File: config.mk
export PLATFORM = sky130hd
export DESIGN_NAME = seg_scan_ctrl
export DESIGN_NICKNAME = d
export VERILOG_FILES = /design/src/rtl/seg_scan_ctrl_pkg.sv /design/src/rtl/seg_7.sv /design/src/rtl/seg_scan_ctrl_tick_gen.sv /design/src/rtl/seg_scan_ctrl.sv
export SDC_FILE = /design/constraint.sdc
export NUM_CORES = 1
export LEC_CHECK = 0
export ABC_AREA = 1
export CORE_MARGIN = 3
export CORE_UTILIZATION = 57
export DETAILED_ROUTE_END_ITERATION = 6
export GPL_TIMING_DRIVEN = 0
export PLACE_DENSITY = 0.81
export RECOVER_POWER = 50
export SLEW_MARGIN = 10
export SYNTH_ARGS = -nofsm -noshare
export SYNTH_HDL_FRONTEND = slang
export SYNTH_HIERARCHICAL = 1
export SYNTH_SLANG_ARGS = --single-unit
File: constraint.sdc
create_clock -name clock -period 5.64 [get_ports clock]
set_clock_uncertainty 0.1 [all_clocks]
set_input_delay 1.692 -clock clock [delete_from_list [all_inputs] [get_ports clock]]
set_output_delay 1.692 -clock clock [all_outputs]
set_load 0.01 [all_outputs]
File: src/rtl/seg_scan_ctrl_pkg.sv
// Shared definitions for the 4-digit scan controller: digit count, FSM states
// and the per-digit common-select patterns.
package seg_scan_ctrl_pkg;

    localparam int N_DIG = 4;

    typedef enum logic {
        S_SHOW,
        S_GAP
    } state_t;

    // Element i is the select pattern for digit i; digit 0 (LSD) sits on com[3].
    localparam logic [N_DIG-1:0][3:0] COM_ONEHOT = {4'b0001, 4'b0010, 4'b0100, 4'b1000};

endpackage

File: src/rtl/seg_7.sv
// Hex nibble to 7-segment decoder, active-high segments, bit0 = segment a.
module seg_7 (
    input  logic [3:0] nibble,
    output logic [6:0] seg
);

    always_comb begin
        unique case (nibble)
            4'h0: seg = 7'h3F;
            4'h1: seg = 7'h06;
            4'h2: seg = 7'h5B;
            4'h3: seg = 7'h4F;
            4'h4: seg = 7'h66;
            4'h5: seg = 7'h6D;
            4'h6: seg = 7'h7D;
            4'h7: seg = 7'h07;
            4'h8: seg = 7'h7F;
            4'h9: seg = 7'h6F;
            4'hA: seg = 7'h77;
            4'hB: seg = 7'h7C;
            4'hC: seg = 7'h39;
            4'hD: seg = 7'h5E;
            4'hE: seg = 7'h79;
            4'hF: seg = 7'h71;
        endcase
    end

endmodule

File: src/rtl/seg_scan_ctrl_tick_gen.sv
// Free-running prescaler: one-cycle tick every DIV clocks, on the last count.
module tick_gen #(
    parameter int DIV = 50000
) (
    input  logic clock,
    input  logic reset,
    output logic tick
);

    localparam int            CW   = (DIV > 1) ? $clog2(DIV) : 1;
    localparam logic [CW-1:0] LAST = CW'(DIV - 1);

    logic [CW-1:0] cnt_q, cnt_d;

    always_comb begin
        tick  = (cnt_q == LAST);
        cnt_d = tick ? '0 : cnt_q + 1'b1;
    end

    always_ff @(posedge clock) begin
        if (reset) cnt_q <= '0;
        else       cnt_q <= cnt_d;
    end

endmodule

File: src/rtl/seg_scan_ctrl.sv
// 4-digit multiplexed display scanner with dwell/blank timing, frame-boundary
// double-buffered loads, digit masking and leading-zero suppression.
module seg_scan_ctrl
    import seg_scan_ctrl_pkg::*;
#(
    parameter int DIV   = 50000,
    parameter int DWELL = 4,
    parameter int GAP   = 1
) (
    input  logic        clock,
    input  logic        reset,
    input  logic        load_req,
    input  logic [15:0] load_data,
    output logic        load_ack,
    input  logic        lz_en,
    input  logic [3:0]  dig_en,
    output logic [3:0]  com,
    output logic [6:0]  data_out,
    output logic [1:0]  digit_idx,
    output logic        frame_start
);

    localparam int            CNT_MAX    = (DWELL > GAP) ? DWELL : GAP;
    localparam int            DW         = $clog2(CNT_MAX + 1);
    localparam logic [DW-1:0] DWELL_LAST = DW'(DWELL - 1);
    localparam logic [DW-1:0] GAP_LAST   = DW'((GAP > 0) ? GAP - 1 : 0);

    state_t        state_q, state_d;
    logic [DW-1:0] dwell_q, dwell_d;
    logic [1:0]    idx_q, idx_d;
    logic [15:0]   active_q, active_d;
    logic [15:0]   pend_buf_q, pend_buf_d;
    logic          pending_q, pending_d;
    logic          load_ack_q, load_ack_d;
    logic          frame_start_q, frame_start_d;
    logic          tick;
    logic          frame_boundary;
    logic          suppressed;
    logic [3:0]    nibble;

    tick_gen #(.DIV(DIV)) u_tick_gen (
        .clock (clock),
        .reset (reset),
        .tick  (tick)
    );

    always_comb begin
        state_d = state_q;
        dwell_d = dwell_q;
        idx_d   = idx_q;
        if (tick) begin
            unique case (state_q)
                S_SHOW: begin
                    if (dwell_q == DWELL_LAST) begin
                        dwell_d = '0;
                        if (GAP > 0) state_d = S_GAP;
                        else         idx_d   = idx_q + 2'd1;
                    end else begin
                        dwell_d = dwell_q + 1'b1;
                    end
                end
                S_GAP: begin
                    if (dwell_q == GAP_LAST) begin
                        dwell_d = '0;
                        state_d = S_SHOW;
                        idx_d   = idx_q + 2'd1;
                    end else begin
                        dwell_d = dwell_q + 1'b1;
                    end
                end
            endcase
        end
        // The index only ever increments, so 3 -> 0 is exactly the frame wrap.
        frame_boundary = (idx_q == 2'd3) && (idx_d == 2'd0);
    end

    // Ack blocks capture for its own cycle so a still-held request is not re-taken.
    always_comb begin
        active_d      = active_q;
        pend_buf_d    = pend_buf_q;
        pending_d     = pending_q;
        frame_start_d = frame_boundary;
        load_ack_d    = frame_boundary && pending_q;
        if (load_ack_d) begin
            active_d  = pend_buf_q;
            pending_d = 1'b0;
        end else if (load_req && !pending_q && !load_ack_q) begin
            pend_buf_d = load_data;
            pending_d  = 1'b1;
        end
    end

    always_ff @(posedge clock) begin
        if (reset) begin
            state_q       <= S_SHOW;
            dwell_q       <= '0;
            idx_q         <= 2'd0;
            active_q      <= 16'h0000;
            pend_buf_q    <= 16'h0000;
            pending_q     <= 1'b0;
            load_ack_q    <= 1'b0;
            frame_start_q <= 1'b0;
        end else begin
            state_q       <= state_d;
            dwell_q       <= dwell_d;
            idx_q         <= idx_d;
            active_q      <= active_d;
            pend_buf_q    <= pend_buf_d;
            pending_q     <= pending_d;
            load_ack_q    <= load_ack_d;
            frame_start_q <= frame_start_d;
        end
    end

    always_comb begin
        nibble     = active_q[{idx_q, 2'b00} +: 4];
        suppressed = lz_en && (idx_q != 2'd0) && ((active_q >> {idx_q, 2'b00}) == 16'h0000);
        com        = (state_q == S_SHOW && dig_en[idx_q] && !suppressed) ? COM_ONEHOT[idx_q] : 4'b0000;
    end

    seg_7 u_seg_7 (
        .nibble (nibble),
        .seg    (data_out)
    );

    assign load_ack    = load_ack_q;
    assign frame_start = frame_start_q;
    assign digit_idx   = idx_q;

endmodule

==> out/metrics.yaml, run 1 <==
run_status:
  status: "finished clean"
sta:
  hold_viol: 0
  setup_viol: 0
  fmax_ghz: 0.198
  slew_violations: 0
  post-route-period-util: 0.896
  tns_ns: 0
  relSlewSlack: 0.578
  rsz0062_at_grt: "no"
  period_needed_ns: 5.06
  tightest_slew_ns: 0.633
synthesis:
  synth_fp_nets: 505
  syn_area_per_cell_sq_um: 7.06
  ys_ff_latch: 57
  yosysSeqAreaShare: 0.348
  synth.distinct_cells: 34
  syn_area_sq_um: 3280
  ys_warn_count: 6
  postSynthCellCount: 465
power_and_ir_drop:
  p_per_area_nw_per_um2: 220
  p_leak_nw: 1.62
  ir_worst_vdd_v: 0.000247
drt:
  ant_nets: 0
  drt-initial-drc-count: 150
  drt-total-wl_microns: 6950
  vias: 3032
  dr.pass1.iters: 5
  wl_per_cell_microns: 11.8
  drcViolationCount: 0
  viasPerCell: 5.15
critical_path:
  cp_max_fo: 4
  cp.arrival_ns: 3.26
  worst-setup-path-type: "in2out"
  cp.required_ns: 3.85
  cp-start-kind: "primary input"
  crit_path_end_kind: "output port"
layout:
  fin_cells: 589
  drive_gt1_frac: 0.135
  fin_area_sq_um: 3930
  fin_nets: 554
  diodes: 0
  area_delta_synth_final_pct: 19.7
die:
  io_pins: 39
  die_h_microns: 81.9
  core-area_sq_um: 5340
  start_util: 0.615
  fp.dieW_microns: 81.9
  rows: 26
  dieArea_sq_um: 6700
clocking:
  cts_max_level: 3
  clk_latency_ns: 0.33
  cts_buffers: 9
  holdBufCountCts: 0
  cts.sinks: 57
  cts_tree: "built"
  cts.clk_slew.worst_paths_ns: 0.06
  post_cts_buffers: 0
  post_cts_resized: 0
  clk_path_buf_depth: 2
  clockRootBuffer: "clkbuf_8"
global_routing:
  grt.total_usage: 0.227
  globalRouteOverflowTotal: 0
  grt_pass1_vias: 2749
  grt_pass1_wl_microns: 11900
  grt_antenna_before_repair: 0
  grt_max_degree: 12
placement:
  place_inst: 573
  io_buffer_count: 38
  place_congestion: 0.875
  placed_area_sq_um: 3750
  dp_hpwl_microns: 5300
worst_hold_path:
  hold_class: "reg2reg"
flow_run:
  drv_cap: 0
==> flip-flops by register name, summed over array words and instances (netlist names) <==
signal / cells
state_q: 1
u_tick_gen/cnt_q: 16
dwell_q: 3
active_q: 16
frame_start: 1
load_ack: 1
pend_buf_q: 16
digit_idx: 2
pending_q: 1
==> stage by stage <==
| step | util | worst slack [ns] | total power (W) | hold WS [ns] |
|---|---|---|---|---|
| 2_1_floorplan | - | 1.60 | 0.000462 | 0.330 |
| 3_3_place_gp | 0.703 | 0.638 | 0.000487 | 0.343 |
| 3_5_place_dp | 0.703 | 0.594 | 0.000489 | 0.358 |
| 4_1_cts | 0.741 | 0.585 | 0.000877 | 0.371 |
| 5_1_grt | 0.736 | 0.470 | 0.000901 | 0.388 |
| 6_report | 0.736 | 0.585 | 0.000866 | 0.366 |
==> cells by family (layout without fill, tap and decap cells) <==
family | after synthesis | after routing | synth area share
adders and majority gates | 16 | 16 | 0.0610
AOI/OAI and AO/OA | 38 | 38 | 0.0595
xor gates and xnor gates | 4 | 4 | 0.0107
and+or+nand+nor | 282 | 282 | 0.413
DFF | 57 | 57 | 0.348
buffers and inverters | 68 | 122 | 0.108
==> per-layer routing <==
layer,part of all wire,global-route usage,vias up,wire (microns)
li1,-,-,1588,-
met1,0.49,0.291,1357,3390
met2,0.45,0.368,81,3100
met3,0.057,0.0713,6,397
met4,0.0082,0.0598,0,57
met5,0,0,-,0
==> path summary, 6_finish.rpt <==
kind,from,end,slack [ns],cells after the start
max reg2reg,u_tick_gen/cnt_q[0],active_q[9],3.13,12
min,u_tick_gen/cnt_q[0],u_tick_gen/cnt_q[0],0.37,1
min reg2reg,u_tick_gen/cnt_q[0],u_tick_gen/cnt_q[0],0.37,1
max,dig_en[2],com[3],0.58,8
==> worst max-delay path: stages <==
cell and delay, ns:
clkdlybuf4s50_1 0.46, nor2_1 0.04, nor2_1 0.08, o21ai_0 0.09, a21oi_1 0.16, nand2_2 0.10
nor2_1 0.10, clkdlybuf4s50_1 0.54
==> cells in the mapped netlist <==
cell      count  area, sq um
ha_1         16          200
inv_4         1         6.26
nand2_2      11         68.8
a211oi_1      1         7.51
nand4_4       2         42.5
nor2_1       80          300
nor2_4        3         33.8
nor3_1        4         20.0
dfxtp_1      57         1140
or2_2         3         18.8
buf_6         8         90.1
xnor2_1       1         8.76
nor3_4        1         16.3
o21ai_0      22          110
clkbuf_1      3         11.3
nand3_1      29          145
nor3b_1       1         7.51
buf_4         4         30.0
nand2_1     108          405
inv_1        40          150
or2_0         1         6.26
a21oi_1      11         55.1
nand3_2      11          110
inv_6         1         8.76
clkbuf_2      1         5.00
a31oi_1       2         12.5
nand2_4       1         11.3
nor2_2        3         18.8
o21ai_1       2         10.0
buf_2         3         15.0
nand4_1      24          150
buf_8         1         15.0
inv_2         6         22.5
xor2_1        3         26.3
==> cells in the final DEF (no fill, tap or decap), drive strengths merged <==
cell type	n
dlygate4sd3	2
buf	12
o21ai	24
a31oi	2
or2	4
nand3	40
nor3b	1
clkdlybuf4s50	36
clkbuf	20
clkinv	2
a21oi	11
nand2	120
bufinv	1
a211oi	1
nand4	26
nor3	5
ha	16
inv	48
xor2	3
xnor2	1
dfxtp	57
clkinvlp	1
nor2	86
==> report_power, final <==
part	internal (W)	total, W	switching [W]
logic	0.0000268	0.0000572	0.0000305
clock network	0.000228	0.000387	0.000159
registers	0.000415	0.000422	0.00000683
total	0.000670	0.000866	0.000196
==> layout make-up <==
| type | instances | area [sq um] |
|---|---|---|
| clock buffers | 12 | 155 |
| multi-input cells | 340 | 1780 |
| inverters | 48 | 188 |
| flip-flops and latches | 57 | 1140 |
| fillers | 452 | 1410 |
| plain buffers | 20 | 146 |
| repair buffers | 38 | 380 |
| clock inverters | 4 | 51.3 |
| well taps | 70 | 87.6 |
Note: power is estimated with default switching activity, not from simulation.
==> run 2: changes to the inputs <==
- CORE_MARGIN: 3 -> not set
- GPL_TIMING_DRIVEN: 0 -> not set
==> out/metrics.yaml, run 2 (synthesis gave the netlist of run 1 again) <==
drt:
  drt-initial-drc-count: 158  # +5.3%
  viasPerCell: 5.15  # about the same
  wl_per_cell_microns: 11.3  # -4.0%
  vias: 2946  # -2.8%
  dr.pass1.iters: 4  # -1
  drcViolationCount: 0  # unchanged
  drt-total-wl_microns: 6480  # -6.8%
  ant_nets: 0  # unchanged
worst_hold_path:
  hold_class: "reg2reg"
clocking:
  cts_max_level: 3  # unchanged
  clockRootBuffer: "clkbuf_8"
  cts.clk_slew.worst_paths_ns: 0.06  # about the same
  cts_buffers: 9  # unchanged
  holdBufCountCts: 0  # unchanged
  clk_path_buf_depth: 2  # unchanged
  post_cts_buffers: 0  # unchanged
  cts_tree: "built"
  post_cts_resized: 0  # unchanged
  cts.sinks: 57  # unchanged
  clk_latency_ns: 0.33  # about the same
sta:
  post-route-period-util: 0.899  # +0.00247
  rsz0062_at_grt: "no"
  fmax_ghz: 0.197  # -0.27%
  setup_viol: 0  # unchanged
  tightest_slew_ns: 1.15  # +0.514 ns
  relSlewSlack: 0.228  # -0.351
  hold_viol: 0  # unchanged
  slew_violations: 0  # unchanged
  period_needed_ns: 5.07  # +0.0139 ns
  tns_ns: 0  # unchanged
critical_path:
  cp_cell_sequence: "clkdlybuf4s50_1, nor2_1, nor2_1, o21ai_0, a21oi_1, nand2_2, nor2_1, clkdlybuf4s50_1"
  crit_buf_inv: 2  # unchanged
  crit_slowest_cell: "clkdlybuf4s50_1"
  crit_path_end_kind: "output port"
  worst-setup-path-type: "in2out"
  cp_top_family: "buffers and inverters"
  cp.required_ns: 3.85  # about the same
  crit_top_cell: "nor2_1"
  cp.arrival_ns: 3.28  # +0.02 ns
  cp-start-kind: "primary input"
  max_stage_delay_ns: 0.54  # about the same
  cp_max_fo: 4  # unchanged
die:
  rows: 27  # +3.8%
  core-area_sq_um: 5540  # +3.8%
  dieArea_sq_um: 6060  # -9.5%
  start_util: 0.592  # -0.0228
  die_h_microns: 77.9  # -4.9%
  io_pins: 39  # unchanged
  fp.dieW_microns: 77.9  # -4.9%
global_routing:
  globalRouteOverflowTotal: 0  # unchanged
  grt_pass1_vias: 2678  # -2.6%
  grt.total_usage: 0.239  # +0.0123
  grt_pass1_wl_microns: 11700  # -1.8%
  grt_max_degree: 46  # +34
  grt_antenna_before_repair: 0  # unchanged
power_and_ir_drop:
  switching_share: 0.207  # -0.0193
  ir_worst_vdd_v: 0.000166  # -33%
  power_frac_comb: 0.053  # -0.013
  p_leak_nw: 1.57  # -3.0%
  p_clk_frac: 0.480  # +0.033
  p_per_area_nw_per_um2: 239  # +8.6%
  p_switching_w: 0.000189  # -3.8%
  p_int_w: 0.000722  # +7.8%
  p_seq_frac: 0.466  # -0.021
placement:
  dp_hpwl_microns: 4590  # -14%
  place_inst: 557  # -2.8%
  place_congestion: 0.861  # -1.7%
  io_buffer_count: 38  # unchanged
layout:
  reg_top3: "active_q (16), pend_buf_q (16), u_tick_gen/cnt_q (16)"
  diodes: 0  # unchanged
  drive_gt1_frac: 0.110  # -0.0249
  most-common-layout-cells: "110 x nand2_1, 80 x nor2_1, 57 x dfxtp_1"
  fin_cells: 572  # -2.9%
  area_delta_synth_final_pct: 15.9
  fin_nets: 536  # -3.2%
  fillers: 482  # +6.6%
  final_common_cell: "nand2_1"
run_status:
  status: "finished clean"
flow_run:
  drv_cap: 0  # unchanged
[run 2: final timing paths]
path / from / to / slack, ns / cells after the start
min reg2reg: u_tick_gen/cnt_q[0] / u_tick_gen/cnt_q[0] / 0.36 / 1
max reg2reg: u_tick_gen/cnt_q[0] / active_q[5] / 2.15 / 11
min: u_tick_gen/cnt_q[0] / u_tick_gen/cnt_q[0] / 0.36 / 1
max: dig_en[2] / com[3] / 0.57 / 8
[run 2: cell type report]
| cell class | count | area (sq um) | area share |
|---|---|---|---|
| clock buffer | 13 | 169 | 0.0444 |
| clock inverter | 2 | 60.1 | 0.0158 |
| inverter | 48 | 188 | 0.0493 |
| multi-input combinational | 340 | 1760 | 0.463 |
| sequential | 57 | 1140 | 0.300 |
| tap | 72 | 90.1 | 0.0237 |
| timing repair buffer | 40 | 395 | 0.104 |
[run 2: power by group through the flow]
stage | Sequential (W) | Clock, W | Combinational, W
after floorplan | 0.000428 | 0 | 0.0000341
after CTS | 0.000425 | 0.000443 | 0.0000496
after global routing | 0.000426 | 0.000464 | 0.0000559
after global placement | 0.000433 | 0 | 0.0000480
after detailed placement | 0.000433 | 0 | 0.0000490
final | 0.000424 | 0.000437 | 0.0000485
[run 2: routing by layer]
layer  wire, microns  up-vias  global-route usage
met2            2940       75               0.388
met5               0        -                   0
li1                -     1547                   -
met3             352        7              0.0624
met4              72        0              0.0736
met1            3120     1317               0.309
[run 2: metrics by stage]
stage,hold slack [ns],utilization,total power (W),cell area [sq um],setup slack [ns]
floorplan,0.330,-,0.000462,3280,1.60
global placement,0.343,0.650,0.000481,3600,0.620
detailed placement,0.353,0.650,0.000482,3600,0.574
CTS,0.367,0.691,0.000917,3830,0.562
global route,0.386,0.687,0.000946,3800,0.442
finish,0.358,0.687,0.000910,3800,0.571
